`src/rtl/riscv_ctrl_pkg.sv`:
```
// Shared encodings for the multicycle RV control unit: opcodes, FSM states
// and the ALU operand/operation select codes driven onto the datapath.
package riscv_ctrl_pkg;

    localparam logic [6:0] OP_R      = 7'b0110011;
    localparam logic [6:0] OP_LOAD   = 7'b0000011;
    localparam logic [6:0] OP_STORE  = 7'b0100011;
    localparam logic [6:0] OP_BRANCH = 7'b1100011;
    localparam logic [6:0] OP_IMM    = 7'b0010011;

    typedef enum logic [3:0] {
        S_FETCH,
        S_DECODE,
        S_MEM_ADDR,
        S_MEM_READ,
        S_MEM_WB,
        S_MEM_WRITE,
        S_R_EXEC,
        S_I_EXEC,
        S_ALU_WB,
        S_BRANCH,
        S_TRAP
    } state_t;

    localparam logic [1:0] ALU_OP_ADD = 2'b00;
    localparam logic [1:0] ALU_OP_SUB = 2'b01;
    localparam logic [1:0] ALU_OP_R   = 2'b10;
    localparam logic [1:0] ALU_OP_I   = 2'b11;

    localparam logic [1:0] ALU_SRC_B_RS2  = 2'b00;
    localparam logic [1:0] ALU_SRC_B_FOUR = 2'b01;
    localparam logic [1:0] ALU_SRC_B_IMM  = 2'b10;

endpackage

```
`src/rtl/multicycle_control_if.sv`:
```
// Control bus between the instruction register / memory handshake and the
// multicycle datapath mux selects and enables.
interface multicycle_control_if #(
    parameter int CNT_W = 32
);
    logic [6:0]       opcode;
    logic             mem_ready;
    logic             pc_write;
    logic             pc_write_cond;
    logic             pc_source;
    logic             ir_write;
    logic             iord;
    logic             mem_read;
    logic             mem_write;
    logic             mem_to_reg;
    logic             reg_write;
    logic             alu_src_a;
    logic [1:0]       alu_src_b;
    logic [1:0]       alu_op;
    logic             illegal;
    logic             bus_error;
    logic             instr_done;
    logic [CNT_W-1:0] instr_count;

    modport master (
        input  opcode, mem_ready,
        output pc_write, pc_write_cond, pc_source, ir_write, iord, mem_read,
               mem_write, mem_to_reg, reg_write, alu_src_a, alu_src_b, alu_op,
               illegal, bus_error, instr_done, instr_count
    );

    modport slave (
        output opcode, mem_ready,
        input  pc_write, pc_write_cond, pc_source, ir_write, iord, mem_read,
               mem_write, mem_to_reg, reg_write, alu_src_a, alu_src_b, alu_op,
               illegal, bus_error, instr_done, instr_count
    );
endinterface

```
`src/rtl/ctrl_mem_wait_timer.sv`:
```
// Counts consecutive cycles spent waiting for mem_ready and flags a timeout
// once MEM_TIMEOUT waiting cycles have elapsed with memory still busy.
module ctrl_mem_wait_timer #(
    parameter int MEM_TIMEOUT = 16
) (
    input  logic clk,
    input  logic reset,
    input  logic waiting,
    input  logic mem_ready,
    output logic timeout
);

    localparam int CW = (MEM_TIMEOUT > 0) ? $clog2(MEM_TIMEOUT + 1) : 1;

    logic [CW-1:0] count;

    // Leaving a wait state or completing a transfer restarts the count, so
    // every entry into a wait state begins from zero.
    always_ff @(posedge clk or posedge reset) begin
        if (reset) begin
            count <= '0;
        end else if (!waiting || mem_ready || timeout) begin
            count <= '0;
        end else if (MEM_TIMEOUT > 0) begin
            count <= count + 1'b1;
        end
    end

    generate
        if (MEM_TIMEOUT > 0) begin : g_timeout
            assign timeout = waiting && !mem_ready && (count == CW'(MEM_TIMEOUT));
        end else begin : g_no_timeout
            assign timeout = 1'b0;
        end
    endgenerate

endmodule

```
`src/rtl/multicycle_control.sv`:
```
// Moore FSM sequencing each RV instruction through fetch/decode/execute/
// memory/writeback on a shared ALU and memory port, with trap and timeout.
module multicycle_control
    import riscv_ctrl_pkg::*;
#(
    parameter bit IMM_EN          = 1'b1,
    parameter bit TRAP_ON_ILLEGAL = 1'b1,
    parameter int MEM_TIMEOUT     = 16,
    parameter int CNT_W           = 32
) (
    input  logic                 clk,
    input  logic                 reset,
    multicycle_control_if.master bus
);

    state_t           state;
    state_t           next_state;
    state_t           illegal_next;
    logic             legal_op;
    logic             waiting;
    logic             timeout;
    logic             done;
    logic             bus_err_q;
    logic [CNT_W-1:0] count_q;

    assign waiting      = (state == S_FETCH) || (state == S_MEM_READ) || (state == S_MEM_WRITE);
    assign illegal_next = TRAP_ON_ILLEGAL ? S_TRAP : S_FETCH;

    ctrl_mem_wait_timer #(
        .MEM_TIMEOUT(MEM_TIMEOUT)
    ) u_wait_timer (
        .clk      (clk),
        .reset    (reset),
        .waiting  (waiting),
        .mem_ready(bus.mem_ready),
        .timeout  (timeout)
    );

    always_comb begin
        legal_op = 1'b0;
        case (bus.opcode)
            OP_LOAD, OP_STORE, OP_R, OP_BRANCH: legal_op = 1'b1;
            OP_IMM:                             legal_op = IMM_EN;
            default:                            legal_op = 1'b0;
        endcase
    end

    always_ff @(posedge clk or posedge reset) begin
        if (reset) begin
            state <= S_FETCH;
        end else begin
            state <= next_state;
        end
    end

    always_comb begin
        next_state = state;
        case (state)
            S_FETCH: begin
                if (bus.mem_ready)  next_state = S_DECODE;
                else if (timeout)   next_state = S_TRAP;
            end
            S_DECODE: begin
                if (!legal_op) begin
                    next_state = illegal_next;
                end else begin
                    case (bus.opcode)
                        OP_LOAD, OP_STORE: next_state = S_MEM_ADDR;
                        OP_R:              next_state = S_R_EXEC;
                        OP_IMM:            next_state = S_I_EXEC;
                        default:           next_state = S_BRANCH;
                    endcase
                end
            end
            S_MEM_ADDR:  next_state = (bus.opcode == OP_STORE) ? S_MEM_WRITE : S_MEM_READ;
            S_MEM_READ: begin
                if (bus.mem_ready)  next_state = S_MEM_WB;
                else if (timeout)   next_state = S_TRAP;
            end
            S_MEM_WB:    next_state = S_FETCH;
            S_MEM_WRITE: begin
                if (bus.mem_ready)  next_state = S_FETCH;
                else if (timeout)   next_state = S_TRAP;
            end
            S_R_EXEC:    next_state = S_ALU_WB;
            S_I_EXEC:    next_state = S_ALU_WB;
            S_ALU_WB:    next_state = S_FETCH;
            S_BRANCH:    next_state = S_FETCH;
            S_TRAP:      next_state = S_TRAP;
            default:     next_state = S_FETCH;
        endcase
    end

    // Every output is forced low while reset is held, even though the state
    // register already sits in FETCH.
    always_comb begin
        bus.pc_write      = 1'b0;
        bus.pc_write_cond = 1'b0;
        bus.pc_source     = 1'b0;
        bus.ir_write      = 1'b0;
        bus.iord          = 1'b0;
        bus.mem_read      = 1'b0;
        bus.mem_write     = 1'b0;
        bus.mem_to_reg    = 1'b0;
        bus.reg_write     = 1'b0;
        bus.alu_src_a     = 1'b0;
        bus.alu_src_b     = ALU_SRC_B_RS2;
        bus.alu_op        = ALU_OP_ADD;
        bus.illegal       = 1'b0;
        bus.bus_error     = 1'b0;
        done              = 1'b0;
        if (!reset) begin
            bus.bus_error = bus_err_q;
            case (state)
                S_FETCH: begin
                    bus.mem_read  = 1'b1;
                    bus.alu_src_b = ALU_SRC_B_FOUR;
                    bus.ir_write  = bus.mem_ready;
                    bus.pc_write  = bus.mem_ready;
                end
                S_DECODE: begin
                    bus.alu_src_b = ALU_SRC_B_IMM;
                    done          = !legal_op && !TRAP_ON_ILLEGAL;
                end
                S_MEM_ADDR: begin
                    bus.alu_src_a = 1'b1;
                    bus.alu_src_b = ALU_SRC_B_IMM;
                end
                S_MEM_READ: begin
                    bus.iord     = 1'b1;
                    bus.mem_read = 1'b1;
                end
                S_MEM_WB: begin
                    bus.reg_write  = 1'b1;
                    bus.mem_to_reg = 1'b1;
                    done           = 1'b1;
                end
                S_MEM_WRITE: begin
                    bus.iord      = 1'b1;
                    bus.mem_write = 1'b1;
                    done          = bus.mem_ready;
                end
                S_R_EXEC: begin
                    bus.alu_src_a = 1'b1;
                    bus.alu_src_b = ALU_SRC_B_RS2;
                    bus.alu_op    = ALU_OP_R;
                end
                S_I_EXEC: begin
                    bus.alu_src_a = 1'b1;
                    bus.alu_src_b = ALU_SRC_B_IMM;
                    bus.alu_op    = ALU_OP_I;
                end
                S_ALU_WB: begin
                    bus.reg_write = 1'b1;
                    done          = 1'b1;
                end
                S_BRANCH: begin
                    bus.alu_src_a     = 1'b1;
                    bus.alu_op        = ALU_OP_SUB;
                    bus.pc_write_cond = 1'b1;
                    bus.pc_source     = 1'b1;
                    done              = 1'b1;
                end
                S_TRAP:  bus.illegal = 1'b1;
                default: ;
            endcase
        end
    end

    assign bus.instr_done  = done;
    assign bus.instr_count = count_q;

    always_ff @(posedge clk or posedge reset) begin
        if (reset) begin
            count_q   <= '0;
            bus_err_q <= 1'b0;
        end else begin
            if (done)    count_q   <= count_q + 1'b1;
            if (timeout) bus_err_q <= 1'b1;
        end
    end

endmodule

```
`src/flat_wrapper.sv`:
```
// flat-port wrapper written by rule: the top's interface ports become plain ports
module multicycle_control_flat import riscv_ctrl_pkg::*;
#(
    parameter bit IMM_EN          = 1'b1,
    parameter bit TRAP_ON_ILLEGAL = 1'b1,
    parameter int MEM_TIMEOUT     = 16,
    parameter int CNT_W           = 32
)
  (clk, reset, bus_opcode, bus_mem_ready, bus_pc_write, bus_pc_write_cond, bus_pc_source, bus_ir_write, bus_iord, bus_mem_read, bus_mem_write, bus_mem_to_reg, bus_reg_write, bus_alu_src_a, bus_alu_src_b, bus_alu_op, bus_illegal, bus_bus_error, bus_instr_done, bus_instr_count);
  multicycle_control_if #(.CNT_W(CNT_W)) bus_i ();
  input  logic clk;
  input  logic reset;
  input wire logic [$bits(bus_i.opcode)-1:0] bus_opcode;
  input wire logic [$bits(bus_i.mem_ready)-1:0] bus_mem_ready;
  output wire logic [$bits(bus_i.pc_write)-1:0] bus_pc_write;
  output wire logic [$bits(bus_i.pc_write_cond)-1:0] bus_pc_write_cond;
  output wire logic [$bits(bus_i.pc_source)-1:0] bus_pc_source;
  output wire logic [$bits(bus_i.ir_write)-1:0] bus_ir_write;
  output wire logic [$bits(bus_i.iord)-1:0] bus_iord;
  output wire logic [$bits(bus_i.mem_read)-1:0] bus_mem_read;
  output wire logic [$bits(bus_i.mem_write)-1:0] bus_mem_write;
  output wire logic [$bits(bus_i.mem_to_reg)-1:0] bus_mem_to_reg;
  output wire logic [$bits(bus_i.reg_write)-1:0] bus_reg_write;
  output wire logic [$bits(bus_i.alu_src_a)-1:0] bus_alu_src_a;
  output wire logic [$bits(bus_i.alu_src_b)-1:0] bus_alu_src_b;
  output wire logic [$bits(bus_i.alu_op)-1:0] bus_alu_op;
  output wire logic [$bits(bus_i.illegal)-1:0] bus_illegal;
  output wire logic [$bits(bus_i.bus_error)-1:0] bus_bus_error;
  output wire logic [$bits(bus_i.instr_done)-1:0] bus_instr_done;
  output wire logic [$bits(bus_i.instr_count)-1:0] bus_instr_count;
  assign bus_i.opcode = bus_opcode;
  assign bus_i.mem_ready = bus_mem_ready;
  assign bus_pc_write = bus_i.pc_write;
  assign bus_pc_write_cond = bus_i.pc_write_cond;
  assign bus_pc_source = bus_i.pc_source;
  assign bus_ir_write = bus_i.ir_write;
  assign bus_iord = bus_i.iord;
  assign bus_mem_read = bus_i.mem_read;
  assign bus_mem_write = bus_i.mem_write;
  assign bus_mem_to_reg = bus_i.mem_to_reg;
  assign bus_reg_write = bus_i.reg_write;
  assign bus_alu_src_a = bus_i.alu_src_a;
  assign bus_alu_src_b = bus_i.alu_src_b;
  assign bus_alu_op = bus_i.alu_op;
  assign bus_illegal = bus_i.illegal;
  assign bus_bus_error = bus_i.bus_error;
  assign bus_instr_done = bus_i.instr_done;
  assign bus_instr_count = bus_i.instr_count;
  multicycle_control #(.IMM_EN(IMM_EN), .TRAP_ON_ILLEGAL(TRAP_ON_ILLEGAL), .MEM_TIMEOUT(MEM_TIMEOUT), .CNT_W(CNT_W)) u_core (.clk(clk), .reset(reset), .bus(bus_i));
endmodule
```
`config.mk`:
```
export PLATFORM = sky130hd
export DESIGN_NAME = multicycle_control_flat
export DESIGN_NICKNAME = d
export VERILOG_FILES = /design/src/rtl/riscv_ctrl_pkg.sv /design/src/rtl/multicycle_control_if.sv /design/src/rtl/ctrl_mem_wait_timer.sv /design/src/rtl/multicycle_control.sv /design/src/flat_wrapper.sv
export SDC_FILE = /design/constraint.sdc
export NUM_CORES = 1
export LEC_CHECK = 0
export CAP_MARGIN = 5
export CORE_ASPECT_RATIO = 0.6
export CORE_UTILIZATION = 35
export CTS_CLUSTER_SIZE = 25
export DETAILED_ROUTE_END_ITERATION = 10
export GPL_ROUTABILITY_DRIVEN = 0
export PLACE_DENSITY = 0.63
export SLEW_MARGIN = 20
export SYNTH_ARGS = -nofsm -noshare
export SYNTH_HDL_FRONTEND = slang
export SYNTH_SLANG_ARGS = --single-unit
```
`constraint.sdc`:
```
create_clock -name clk -period 3.2 [get_ports clk]
set_input_delay 0.64 -clock clk [delete_from_list [all_inputs] [get_ports clk]]
set_output_delay 0.64 -clock clk [all_outputs]
set_load 0.05 [all_outputs]
```
# After elaboration in Yosys (flattened, before gate mapping)
# Index checks and enable logic that the tools add are counted.
[totals]
out_inout_bits = 49
memories = 0
mem_bits_rw = 0
input_bits = 10
ff_bits = 42
romBits = 0
elab_cells = 75
latch_bits = 0
[op_classes]
n_eq_ne = 16
shifts = 0
n_addsub = 2
n_reduce_logical = 18
mul = 0
n_lt_le_gt_ge = 0
bitwise_logic = 0
n_div = 0
mux = 35
[ops]
columns = ["operator", "n"]
rows = [
  ["32-bit by 1-bit adder with 32-bit output, second input constant", 1],
  ["4-bit case mux with 7 select lines", 1],
  ["1-bit 2-to-1 mux", 21],
  ["4-bit 2-to-1 mux", 5],
  ["4-bit by 3-bit equality test with 1-bit output, second input constant", 4],
  ["7-bit by 6-bit equality test with 1-bit output, second input constant", 2],
  ["4-bit equality test, second input constant", 3],
  ["4-bit case mux with 3 select lines", 1],
  ["2-bit OR reduction", 5],
  ["4-bit by 2-bit equality test with 1-bit output, second input constant", 2],
  ["7-bit by 2-bit equality test with 1-bit output, second input constant", 1],
  ["7-bit by 5-bit equality test with 1-bit output, second input constant", 1],
  ["7-bit equality test, second input constant", 1],
  ["2-bit case mux with 3 select lines", 1],
  ["3-bit OR reduction", 2],
  ["5-bit by 1-bit adder with 5-bit output, second input constant", 1],
  ["5-bit equality test, second input constant", 1],
  ["5-bit 2-to-1 mux", 1],
  ["5-bit OR reduction", 1],
  ["4-bit by 1-bit equality test with 1-bit output, second input constant", 1],
  ["4-bit zero test", 1],
  ["1-bit logical OR", 4],
  ["2-bit 2-to-1 mux", 2],
  ["2-bit case mux with 2 select lines", 1],
  ["other kinds (5)", 7],
]

# Depth between registers and ports, before layout
# Gate-level depths: netlist of the first run.
[depth]
ltp_word = 8
mapped_depth = 7
ltp_nobuf = 6

# Hierarchy
# Synthesis of the first run repeated with hierarchy kept, for this count alone.
[unflattened]
cells_unflattened = 236
hier_area_um2 = 2306.0
[modules_own_cells]
columns = ["mod", "cells_per_inst", "n_inst", "area_each_um2", "seq_area_each_um2"]
rows = [
  ["multicycle_control", 211, 1, 2029.4, 925.9],
  ["ctrl_mem_wait_timer", 25, 1, 276.5, 125.1],
]

# Worst setup path after synthesis of the first run
# OpenSTA, ideal clock, no wires.
[synth_path]
kind = "input to output"
start = "input port reset"
end = "output port bus_pc_write"
t_required_ns = 2.560
path_slack_ns = -1.004
t_arrival_ns = 3.564
cell_stages = 5
n_path_buf = 2
path_cell_list = "clkbuf_1 > nor2_1 > nor4b_1 > and2_1 > buf_4"
[synth_between]
elab_chain_cells = 1
[synth_lines]
columns = ["element", "line_no", "rtl"]
rows = [
  ["from (decl)", "flat_wrapper.sv:12", "input logic reset;"],
  ["1-bit 2-to-1 mux", "--", ""],
  ["to (decl)", "flat_wrapper.sv:15", "output wire logic [$bits(bus_i.pc_write)-1:0] bus_pc_write;"],
]
# No other way between the ends.

# Worst setup path after layout of the first run
[layout_path]
start = "input port reset"
end = "output port bus_pc_write"
[layout_between]
elab_chain_cells = 1
[layout_lines]
columns = ["element", "line_no", "rtl"]
rows = [
  ["1-bit 2-to-1 mux", "multicycle_control.sv:112", "if (!reset) begin"],
]
# No other way between the ends.

==> impl_metrics.csv, run 1 <==
group,metric,value,unit
outcome,status,"complete, no violations",
synth,post-synth-top-count-cell,"dfrtp_1",
layout,antenna_cells,0,
timing,rsz0062_at_grt,"no",
synth,avgSynthCellArea,9.79,um2
min_path,min-delay-start,"u_core.bus.instr_count[9]",
timing,report.final.slew_viol_count,0,
route,routed-via-count,1867,
floorplan,floorplan.die.height,64.6,um
critical_path,worst-path-max-fanout,4,
critical_path,max_stage_delay,0.42,ns
global_route,antenna_found_initial,0,
clocking,cts_repair_resize_count,0,
clocking,ctsRootBufferMaster,"clkbuf_8",
placed_design,placed_cell_area,3050,um2
clocking,post_cts.repair.setup_buffers,0,
timing,fin_worst_hold_slack,0.497,ns
layout,post_route_cells_drive_above_1_share,0.150,
synth,synth_cells,233,
floorplan,die_area,6860,um2
timing,finalCritPeriodShare,0.831,
critical_path,rr_startpoint,"u_core.state[1]",
floorplan,row_count,22,
timing,finClkSkew,0.00668,ns
route,ant_nets,0,
run,timing.max_cap.violations,0,
placed_design,port_buffers,58,
clocking,tritoncts,"yes",
critical_path,regToRegEndpoint,"u_core.bus.instr_count[31]",
synth,synth_area,2280,um2
synth,ys_ff_latch,42,
timing,timing_hold_violations_final,0,
global_route,first_global_vias,1741,
layout,multiInputGateArea,1180,um2
timing,clock.fmax,376,MHz
synth,synth_flop_cell,"dfrtp_1",
critical_path,critical_path.slowest_cell,"clkdlybuf4s50_1",
timing,totalNegativeSetupSlack,0,ns
synth,synth_warnings,0,
layout,final.fill_count,565,
route,drt_total_wl,5190,um
synth,postSynthNetCount,246,
synth,yosysTopAreaCellShare,0.461,
synth,yosysSeqAreaShare,0.461,
timing,setup_viol,0,
route,drt-wirelength-per-cell,13.7,um
layout,final_cell_count_no_fill,378,
synth,post_synth_num_cell_types,45,
floorplan,core_area,6190,um2
layout,area_delta_synth_final,38.1,%
synth,post_synth_main_area_contributors,"dfrtp_1, xnor2_1, xor2_1, nor2_1, nand3_1",
timing,slew_headroom,0.493,
placed_design,detailedPlacementHpwl,3850,um
route,remaining_drc_errors,0,
power,p_leak,0.00139,uW
critical_path,critPathRequiredTime,2.56,ns
min_path,min-delay-path-class,"flip-flop to flip-flop",
global_route,grt.overflow.total,0,
critical_path,worst_r2r_path_depth,5,
clocking,clk-insertion-delay-late,0.29,ns
clocking,worst_setup_hold_path_clk_slew,0.08,ns
global_route,maximum_number_of_pins_on_one_net_before_global_route_repair,43,
synth,synth_enable_flop_cells,0,
synth,synth_top_cells_by_count,"dfrtp_1, nor2_1, xnor2_1, xor2_1, nand2_1",
power,ir_worst_vdd,0.371,mV
timing,layout_min_cycle_time,2.66,ns
critical_path,critical_path_arrival,2.02,ns
critical_path,timing_worst_setup_path_type,"primary input to primary output",
route,drt_pre_antenna_iters,4,
critical_path,rrSetupSlack,1.01,ns
timing,timing_worst_slew_pin_value,0.760,ns
clocking,cts_max_path_buffers,2,
layout,finish.net_count,306,
min_path,min_delay_path_depth,1,
clocking,number_of_sinks_driven_by_the_clock_tree,42,
route,vias_per_cell,4.94,
layout,finish.instance_area,3150,um2
critical_path,crit_path_capture_type,"primary output",
clocking,cts_hold_buffers,0,
floorplan,num_io_pins,59,
layout,area.sequential,1050,um2
power,power-per-cell-area,634,nW/um2
critical_path,timing.critical_path.cells,"clkdlybuf4s50_1, nor2_1, nor4b_4, and2_1, buf_12",
floorplan,floorplan.initialDensity,0.368,
synth,synth_area_leader_cell,"dfrtp_1",
critical_path,start_kind,"primary input",
clocking,clock_buffers_created_by_tritoncts,5,
clocking,htreeDepth,2,
min_path,worst_hold_path.endpoint,"u_core.bus.instr_count[9]",
route,drt_iter0_drc,130,
synth,asyncSetResetFlopFracSynth,1.00,
global_route,grt_use_total,0.162,
global_route,grt_first_pass_wirelength,8700,um
floorplan,chipWidth,106,um
placed_design,dpl.cell_count,370,
sequential cells by signal, summed over array words and instances, names as in the netlist:
name	flops
u_core.u_wait_timer.count	5
u_core.bus.instr_count	32
u_core.bus_err_q	1
u_core.state	4
metrics by stage:
stage          power (uW)   util  setup WS [ns]
2_1_floorplan        1290      -         0.0976
3_3_place_gp         1580  0.492          0.588
3_5_place_dp         1590  0.492          0.534
4_1_cts              2020  0.509          0.532
5_1_grt              2100  0.509          0.383
6_report             2000  0.509          0.540
worst max-delay path by stage:
stage	startpoint	endpoint	slack [ns]	cells past startpoint
3_3_place_gp	reset	bus_ir_write	0.59	5
6_report	reset	bus_pc_write	0.54	5
2_1_floorplan	reset	bus_pc_write	0.1	5
5_1_grt	u_core.state[1]	bus_illegal	0.38	3
3_5_place_dp	reset	bus_pc_write	0.53	5
4_1_cts	reset	bus_pc_write	0.53	5
layout make-up:
cell class | instances | area share
multi-input combinational | 173 | 0.376
tap | 84 | 0.0333
sequential | 42 | 0.333
inverter | 8 | 0.00953
timing repair buffer | 63 | 0.214
clock buffer | 7 | 0.0242
clock inverter | 1 | 0.00953
critical path, delay by kind of cell:
| family | cells | cell delay (ns) |
|---|---|---|
| and+or+nand+nor | 3 | 0.80 |
| buffers and inverters | 2 | 0.59 |
per-layer routing:
layer | vias up | global-route usage | part of all wire
li1 | 924 | - | -
met1 | 905 | 0.260 | 0.56
met2 | 33 | 0.209 | 0.39
met3 | 5 | 0.0402 | 0.041
met4 | 0 | 0.0365 | 0.0069
met5 | - | 0 | 0
logic make-up after synthesis:
kind of cell	share of synthesized area
mux	0.0181
compound gates	0.0537
fa+ha+maj	0.0164
buf+inv	0.0329
simple gates	0.280
flops	0.461
xor+xnor	0.138
layout by cell type, fill, tap and decap left out, types with 6 or more instances in the layout:
| cell type | Yosys | layout |
|---|---|---|
| dfrtp_1 | 42 | 42 |
| clkdlybuf4s50_1 | 0 | 41 |
| nor2_1 | 24 | 24 |
| xor2_1 | 18 | 18 |
| xnor2_1 | 18 | 18 |
| nand2_1 | 15 | 15 |
| buf_4 | 2 | 14 |
| nand3_1 | 13 | 13 |
| nor3_1 | 11 | 11 |
| and3_1 | 8 | 8 |
| inv_1 | 8 | 8 |
| buf_12 | 0 | 8 |
| nor2b_1 | 6 | 6 |
| nand4_1 | 6 | 6 |
where the power goes:
group          internal [uW]  switching [uW]  leakage (uW)  total [uW]
sequential               589             153      0.000557         742
combinational            344             496      0.000780         840
clock                    234             183     0.0000524         417
Note: power is estimated with default switching activity, not from simulation.
==> run 2: changes to the inputs <==
Clock period 3.2 ns to 2.6 ns, I/O delays scaled along.
==> run 2 against run 1 <==
Global-route usage increased by 0.58 points. Hold slack got worse by 0.023 ns. Register-to-register slack got worse by 0.52 ns. Sequential power is 20% higher. Non-clock buffer count grew 6. Count of clock-buffer cells in the layout decreased by 1. Final cell count increased by 1.6%. Via count is 1.7% higher. Power grew 25%. Die area is the same. Sequential cell count unchanged. Core utilization increased by 2.4 points. Critical endpoint is now bus_reg_write.
==> impl_metrics.csv, run 2 (synthesis gave the netlist of run 1 again) <==
group,metric,value,unit
global_route,globalRouteMet2Util,0.207,
global_route,antenna_found_initial,0,
critical_path,worst-path-max-fanout,13,
critical_path,timing.critical_path.cells,"nand2b_1, a2111oi_2, buf_12",
critical_path,start_kind,"flip-flop",
route,drt_total_wl,5350,um
clocking,cts_repair_resize_count,0,
route,drt_pre_antenna_iters,4,
placed_design,dpl.cell_count,376,
critical_path,max_stage_delay,0.56,ns
critical_path,timing_worst_setup_path_type,"flip-flop to primary output",
floorplan,num_io_pins,59,
timing,timing_worst_slew_pin_value,0.538,ns
layout,final_cell_count_no_fill,384,
clocking,ctsRootBufferMaster,"clkbuf_8",
global_route,grt_util_met1,0.277,
layout,post_route_cells_drive_above_1_share,0.183,
outcome,status,"complete, no violations",
timing,timing_hold_violations_final,0,
layout,multiInputGateArea,1190,um2
timing,slew_headroom,0.641,
critical_path,critical_path.top_delay_family,"compound AO/OA/AOI/OAI gates",
layout,area.sequential,1050,um2
clocking,number_of_sinks_driven_by_the_clock_tree,42,
placed_design,placed_cell_area,3210,um2
layout,finish.instance_area,3300,um2
layout,mostFrequentLayoutCells,"dfrtp_1, clkdlybuf4s50_1, nor2_1",
route,remaining_drc_errors,0,
layout,largest_register_ffs,32,
critical_path,crit_path_capture_type,"primary output",
global_route,maximum_number_of_pins_on_one_net_before_global_route_repair,43,
layout,mostFrequentLayoutCell,"dfrtp_1",
layout,finish.net_count,312,
global_route,grt_use_total,0.168,
global_route,grt_first_pass_wirelength,8820,um
layout,antenna_cells,0,
floorplan,row_count,22,
route,drt-wirelength-per-cell,13.9,um
clocking,tritoncts,"yes",
clocking,htreeDepth,2,
power,power-per-cell-area,759,nW/um2
run,timing.max_cap.violations,0,
timing,finClkSkew,0.00623,ns
route,drt_iter0_drc,91,
timing,rsz0062_at_grt,"no",
clocking,cts_hold_buffers,0,
placed_design,port_buffers,58,
layout,final.fill_count,569,
layout,area_delta_synth_final,44.6,%
timing,layout_min_cycle_time,2.45,ns
clocking,worst_setup_hold_path_clk_slew,0.08,ns
timing,setup_viol,0,
global_route,grt.overflow.total,0,
clocking,clk-insertion-delay-late,0.29,ns
global_route,met3_usage,0.0382,
floorplan,floorplan.initialDensity,0.368,
placed_design,detailedPlacementHpwl,4040,um
route,vias_per_cell,4.95,
clocking,cts_max_path_buffers,2,
global_route,first_global_vias,1710,
floorplan,floorplan.die.height,64.6,um
global_route,grt.busiest_layer,"met1",
clocking,post_cts.repair.setup_buffers,0,
timing,clock.fmax,409,MHz
critical_path,critPathRequiredTime,2.08,ns
critical_path,critical_path_arrival,1.93,ns
min_path,min-delay-path-class,"flip-flop to flip-flop",
clocking,clock_buffers_created_by_tritoncts,5,
timing,report.final.slew_viol_count,0,
timing,finalCritPeriodShare,0.941,
critical_path,critical_path.slowest_cell,"a2111oi_2",
critical_path,crit_buf_inv,1,
floorplan,core_area,6190,um2
floorplan,die_area,6860,um2
floorplan,chipWidth,106,um
route,ant_nets,0,
route,routed-via-count,1899,
power,p_leak,0.00143,uW
power,ir_worst_vdd,0.659,mV
## run 2: changes by cell type in the layout (fill, tap and decap cells not counted), sizes merged
| cell | delta |
|---|---|
| buf | +6 |
| clkinvlp | +2 |
| bufinv | -1 |
| clkbuf | -1 |
| clkinv | +1 |
| inv | -1 |
## run 2: final timing paths
path                                  start                         end  slack (ns)  cells after the start
setup / recovery            u_core.state[3]               bus_reg_write        0.15                      3
hold / removal             u_core.bus_err_q            u_core.bus_err_q        0.47                      1
setup reg to reg            u_core.state[3]  u_core.bus.instr_count[31]        0.49                      6
hold reg to reg            u_core.bus_err_q            u_core.bus_err_q        0.47                      1
max in group asynchronous             reset             u_core.state[0]        1.31                      4
min in group asynchronous             reset   u_core.bus.instr_count[8]        0.91                      4
## run 2: through the flow
step	hold slack [ns]	power [uW]	worst slack [ns]	util	TNS [ns]
after floorplan	0.435	1590	-0.254	-	-0.709
after global placement	0.464	2050	0.285	0.518	0
after detailed placement	0.461	2070	0.248	0.518	0
after CTS	0.480	2520	0.148	0.533	0
after global routing	0.516	2640	0.00203	0.533	0
final	0.474	2500	0.153	0.533	0
## run 2: layout make-up
| type | instances | share of cell area |
|---|---|---|
| Clock buffer | 6 | 0.0250 |
| Tap cell | 84 | 0.0318 |
| Timing Repair Buffer | 69 | 0.249 |
| Clock inverter | 2 | 0.00379 |
| Inverter | 8 | 0.0102 |
| Multi-Input combinational cell | 173 | 0.362 |
| Sequential cell | 42 | 0.318 |
## run 2: metal layers
metal / wire length, um / share of wire
met2: 2140 / 0.40
met5: 0 / 0
met1: 2980 / 0.56
met3: 175 / 0.033
met4: 48 / 0.0090
## run 2: power breakdown
group	internal (uW)	total, uW	switching [uW]
sequential	726	891	165
combinational	505	1170	665
clock	214	444	230
